--- config.mk ---
export PLATFORM = sky130hd
export DESIGN_NAME = clk_divider_prog
export DESIGN_NICKNAME = d
export VERILOG_FILES = /design/src/rtl/clk_divider_prog.sv
export SDC_FILE = /design/constraint.sdc
export NUM_CORES = 1
export LEC_CHECK = 0
export CORE_UTILIZATION = 57
export DETAILED_ROUTE_END_ITERATION = 10
export GPL_TIMING_DRIVEN = 0
export MAX_ROUTING_LAYER = met4
export PLACE_DENSITY_LB_ADDON = 0.25
export RECOVER_POWER = 25
export SKIP_LAST_GASP = 1
export SYNTH_ARGS = -nofsm -noshare
export SYNTH_HDL_FRONTEND = slang
export SYNTH_SLANG_ARGS = --single-unit
--- constraint.sdc ---
create_clock -name clk_50M -period 3.7 [get_ports clk_50M]
set_clock_uncertainty 0.2 [all_clocks]
set_input_delay 0.74 -clock clk_50M [delete_from_list [all_inputs] [get_ports clk_50M]]
set_output_delay 0.74 -clock clk_50M [all_outputs]
set_load 0.01 [all_outputs]
--- src/rtl/clk_divider_prog.sv ---
// Programmable divider: tick/clk_out register on the edge that samples count==cur_div, (cur_div+1) enabled cycles apart.
// No backpressure; divisor reloads wait for a period boundary unless the counter is frozen or cleared.
module clk_divider_prog #(
   parameter int CNT_W   = 16,
   parameter int DEF_DIV = 62499
) (
   input  logic             clk_50M,
   input  logic             ncr,
   input  logic             en,
   input  logic             clr,
   input  logic             mode,
   input  logic [CNT_W-1:0] div_val,
   input  logic             div_load,
   output logic             clk_out,
   output logic             tick,
   output logic             div_busy,
   output logic [CNT_W-1:0] cur_div
);

   logic [CNT_W-1:0] count;
   logic [CNT_W-1:0] pend_div;
   logic             term;

   assign term = en & (count == cur_div);

   always_ff @(posedge clk_50M or negedge ncr) begin
      if (!ncr) begin
         count    <= '0;
         clk_out  <= 1'b0;
         tick     <= 1'b0;
         div_busy <= 1'b0;
         pend_div <= '0;
         cur_div  <= CNT_W'(DEF_DIV);
      end else if (clr) begin
         count   <= '0;
         clk_out <= 1'b0;
         tick    <= 1'b0;
         // A same-cycle load beats any divisor still waiting to be applied.
         if (div_load) begin
            cur_div  <= div_val;
            div_busy <= 1'b0;
         end else if (div_busy) begin
            cur_div  <= pend_div;
            div_busy <= 1'b0;
         end
      end else if (!en) begin
         tick <= 1'b0;
         if (mode)
            clk_out <= 1'b0;
         if (div_load) begin
            cur_div  <= div_val;
            count    <= '0;
            div_busy <= 1'b0;
         end
      end else begin
         tick    <= term;
         clk_out <= mode ? term : (clk_out ^ term);
         if (term) begin
            count <= '0;
            // Boundary: the new divisor takes effect for the period starting now.
            if (div_load) begin
               cur_div  <= div_val;
               div_busy <= 1'b0;
            end else if (div_busy) begin
               cur_div  <= pend_div;
               div_busy <= 1'b0;
            end
         end else begin
            count <= count + CNT_W'(1);
            if (div_load) begin
               pend_div <= div_val;
               div_busy <= 1'b1;
            end
         end
      end
   end

endmodule

After elaboration in Yosys (flattened, before gate mapping)
Cells that the tools add are included.
- input port bits: 22
- bits in registers: 51
- output and inout port bits: 19
- word-level logic and storage cells: 40
- equal/unequal tests: 2
- reduce and logical (&&, ||, !) cells: 6
- $add $sub $neg: 1
- bitwise logic cells: 4
- multiplexer cells: 21
- operators with widths (operator ; count):
    2-to-1 mux 16 bit ; 10
    adder 16 x 1 -> 16 bit (second input constant) ; 1
    equality test 16 bit ; 1
    2-to-1 mux 1 bit ; 11
    nonzero test 3 bit ; 3
    AND reduction 2 bit ; 2
    AND reduction 4 bit ; 1
    != test 3 x 1 -> 1 bit (second input constant) ; 1
    inverter 1 bit ; 2
    bitwise AND 1 bit ; 1
    XOR 1 bit ; 1

Longest topological paths before layout
- depth in word-level cells: 6
- depth in mapped cells: 8
- gate-level depth less buffers: 5

Worst setup path after synthesis
No wires, ideal clock.
- path type: input port to flip-flop
- start: in en
- end: reg count[6]
- cell stages on the path: 7
- slack: 1.447 ns
- path buffers: 2
- data arrival time: 1.934 ns
- setup time: 0.119 ns
- required time: 3.381 ns
- cell sequence: buf_2 > or3_1 > and3_1 > clkbuf_1 > nand4_1 > xnor2_1 > and2_1
- cells in the longest elaborated chain, start to end: 4
- elaborated cells between the ends (all ways): 5
- those cells by class: mux: 3; bitwise: 1; reduce/logical: 1
- RTL lines (what ; RTL line ; RTL):
    start, declared ; 9 ; input logic en,
    bitwise AND 1 bit ; 24 ; assign term = en & (count == cur_div);
    2-to-1 mux 16 bit ; 58 ; if (term) begin
    2-to-1 mux 16 bit ; 46 ; end else if (!en) begin
    2-to-1 mux 16 bit ; 34 ; end else if (clr) begin
    end signal, assigned ; 69 ; count <= count + CNT_W'(1);
    end, declared ; 20 ; logic [CNT_W-1:0] count;
Several ways; a longest one is shown, not always the timed one.
A chain may end at the register's enable or synchronous reset.

Worst setup path after layout
- start: in div_load
- end: reg cur_div[5]
- cells in the longest elaborated chain, start to end: 4
- elaborated cells between the ends (all ways): 6
- those cells by class: mux: 4; reduce/logical: 2
- RTL lines (what ; RTL line ; RTL):
    start, declared ; 13 ; input logic div_load,
    2-to-1 mux 16 bit ; 39, 61 ;
    2-to-1 mux 16 bit ; 58 ;
    2-to-1 mux 16 bit ; 46 ;
    2-to-1 mux 16 bit ; 34 ;
    end signal, assigned ; 33 ; cur_div <= CNT_W'(DEF_DIV);
    end signal, assigned ; 40 ; cur_div <= div_val;
    end signal, assigned ; 62 ; cur_div <= div_val;
    end, declared ; 17 ; output logic [CNT_W-1:0] cur_div
Several ways; a longest one is shown, not always the timed one. The select of a mux whose other input is x is not followed.

==> impl_metrics.csv <==
group,metric,value,unit
timing,fin_ws,921,ps
cells_and_area,stdcell_area,0.00308,mm2
floorplan,rows,23,
clock_network,cts_root_buf,"clkbuf_8",
cells_and_area,areaGrowthSynthToFinish,22.1,%
placement,placed_area,0.00299,mm2
global_route,grt_pass1_vias,1809,
power,sw_frac_of_total,26.4,%
setup_path,worstPathMaxFanout,10,
cells_and_area,nFillCells,287,
floorplan,dieWidth,68.5,um
power,power_density,412,mW/mm2
clock_network,cts_hold_buffers,0,
floorplan,io_pins,41,
synth,synth.avg_cell_area,12.5,um2
placement,io_buffers,39,
timing,max_freq,360,MHz
timing,min_period_over_period,75.1,%
synth,synth-seq-area-share,51.0,%
status,outcome,"complete, no violations",
cells_and_area,drive_gt1_share,18.8,%
synth,syn-cell-area,0.00252,mm2
timing,setup_viol,0,
power,leakage,0.00135,uW
global_route,antenna_found_initial,0,
timing,period_needed,2780,ps
clock_network,clk_path_buf_depth,2,
synth,synth.largest_area_cell,"dfrtp_1",
cells_and_area,stdcell_count,300,
clock_network,postCtsSetupBuffers,0,
synth,synth_edf_count,0,
floorplan,die_area,0.00469,mm2
timing,rsz0062_at_grt,"no",
detailed_routing,drc,0,
cells_and_area,nets,272,
clock_network,clock_latency,310,ps
power,power.switching,335,uW
detailed_routing,first_iter_violations,154,
timing,hold_viol,0,
placement,place_hpwl,3870,um
global_route,grt-ovfl-total,0,
placement,place_inst,292,
timing,tightest_slew,1370,ps
clock_network,cts_tree,"built",
floorplan,start_util,61.2,%
detailed_routing,wl_per_cell,17.7,um
power,p_clk_share,25.7,%
power,ir_drop,0.300,mV
synth,synth-async-reset-ratio,100,%
clock_network,numCtsBuffers,5,
timing,hold_ws,305,ps
setup_path,worstSetupPathType,"input pin to flop",
detailed_routing,ant_nets,0,
synth,synth_area_leaders,"dfrtp_1, dfstp_2, xor2_1, mux2_4, o2bb2ai_1",
cells_and_area,antennaDiodeCount,0,
setup_path,reg2regPathDepth,7,
detailed_routing,num_vias,1761,
power,p_int,933,uW
placement,place_ws,638,ps
global_route,grt_use_total,26.7,%
floorplan,die_y,68.5,um
timing,finalMaxSlewViolations,0,
synth,yosysMostFrequentCell,"dfrtp_1",
synth,synth_top_flop_cell,"dfrtp_1",
setup_path,cp.required,3740,ps
detailed_routing,via_per_inst,5.87,
timing,slew_headroom,8.76,%
power,seq_power_share,53.9,%
detailed_routing,wirelength,5310,um
placement,routabilityCongestion,0.939,
setup_path,end_kind,"flop",
clock_network,h-tree-depth,2,
worst_hold_path,hold_class,"flop to flop",
global_route,grt_max_degree,28,
synth,syn-num-nets,225,
worst_hold_path,timing.hold.worst_path_depth,1,
job,maxCapViolCount,0,
synth,ys_seq_elements,51,
clock_network,ctsResizeCount,0,
setup_path,cp-start-kind,"input pin",
synth,syn-instance-count,202,
synth,yosys_warnings,0,
power,combPwrFrac,20.3,%
synth,ys_types,41,
timing,totalNegativeSetupSlack,0,ps
synth,synth_top_area_share,42.7,%
floorplan,core-area,0.00412,mm2
clock_network,clk_pin_slew,90,ps
clock_network,clock-sinks,51,
synth,synth_top_cells_by_count,"dfrtp_1, xor2_1, a22oi_1, o2bb2ai_1, and2_1",
setup_path,cp.arrival,2820,ps
detailed_routing,drt_pass1_iterations,4,
global_route,grt_pass1_wl,8630,um
## power groups by stage
stage          Clock (uW)  Combinational [uW]  Sequential, uW
3_3_place_gp            0                 250             690
6_report              326                 258             684
2_1_floorplan           0                 128             692
5_1_grt               355                 279             692
4_1_cts               332                 261             683
3_5_place_dp            0                 258             693
## through the flow
step / util, % / power, uW
after CTS: 74.8 / 1280
after floorplan: - / 820
after global placement: 72.2 / 940
final: 74.8 / 1270
after detailed placement: 72.6 / 952
after global routing: 74.8 / 1330
## sequential cells by signal, indices dropped and copies added (netlist names)
register,flops
count,16
cur_div,16
pend_div,16
clk_out,1
div_busy,1
tick,1
## critical path, stage by stage
cell and delay, ps:
clkdlybuf4s50_1 480, o21bai_2 320, nor2_1 480, clkbuf_1 440, a22oi_1 160, o2bb2ai_1 180
## cells by family after synthesis
group | after synthesis | share of synthesized area, %
adders and majority gates | 1 | 0.496
and+or+nand+nor | 50 | 12.4
AOI/OAI and AO/OA | 42 | 13.8
DFF | 51 | 51.0
muxes | 17 | 9.04
xor gates and xnor gates | 29 | 10.1
buffers and inverters | 12 | 3.23
## cell usage in the layout (no fill, tap or decap), drive strengths merged, types with 6 or more instances in the layout
cell	instances
xor2	18
and3	6
and2	14
dfstp	8
o2bb2ai	16
clkbuf	12
dfrtp	43
mux2	16
buf	8
a22oi	16
xnor2	11
clkdlybuf4s50	38
## path summary, 6_finish.rpt
| path | from | slack, ps | to |
|---|---|---|---|
| setup / recovery | div_load | 920 | cur_div[5] |
| hold / removal | cur_div[13] | 300 | cur_div[13] |
| setup reg to reg | cur_div[10] | 1280 | pend_div[1] |
| hold reg to reg | cur_div[13] | 300 | cur_div[13] |
| max in group asynchronous | ncr | 1920 | cur_div[5] |
| min in group asynchronous | ncr | 520 | div_busy |
## routing by layer
| metal | vias up | GRT usage, % | share of wire [%] |
|---|---|---|---|
| li1 | 832 | - | - |
| met1 | 870 | 34.6 | 45 |
| met2 | 49 | 41.5 | 49 |
| met3 | 10 | 4.93 | 4.8 |
| met4 | 0 | 10.4 | 1.8 |
| met5 | - | - | 0 |
## layout make-up
| type | instances | area [um2] | area share [%] |
|---|---|---|---|
| clock inverters | 1 | 5.00 | 0.163 |
| inverters | 1 | 3.75 | 0.122 |
| flip-flops and latches | 51 | 1290 | 41.8 |
| well taps | 50 | 62.6 | 2.03 |
| repair buffers | 40 | 404 | 13.1 |
| multi-input cells | 139 | 1150 | 37.4 |
| plain buffers | 11 | 77.6 | 2.52 |
| clock buffers | 7 | 86.3 | 2.80 |
(Power assumes the default switching activity.)
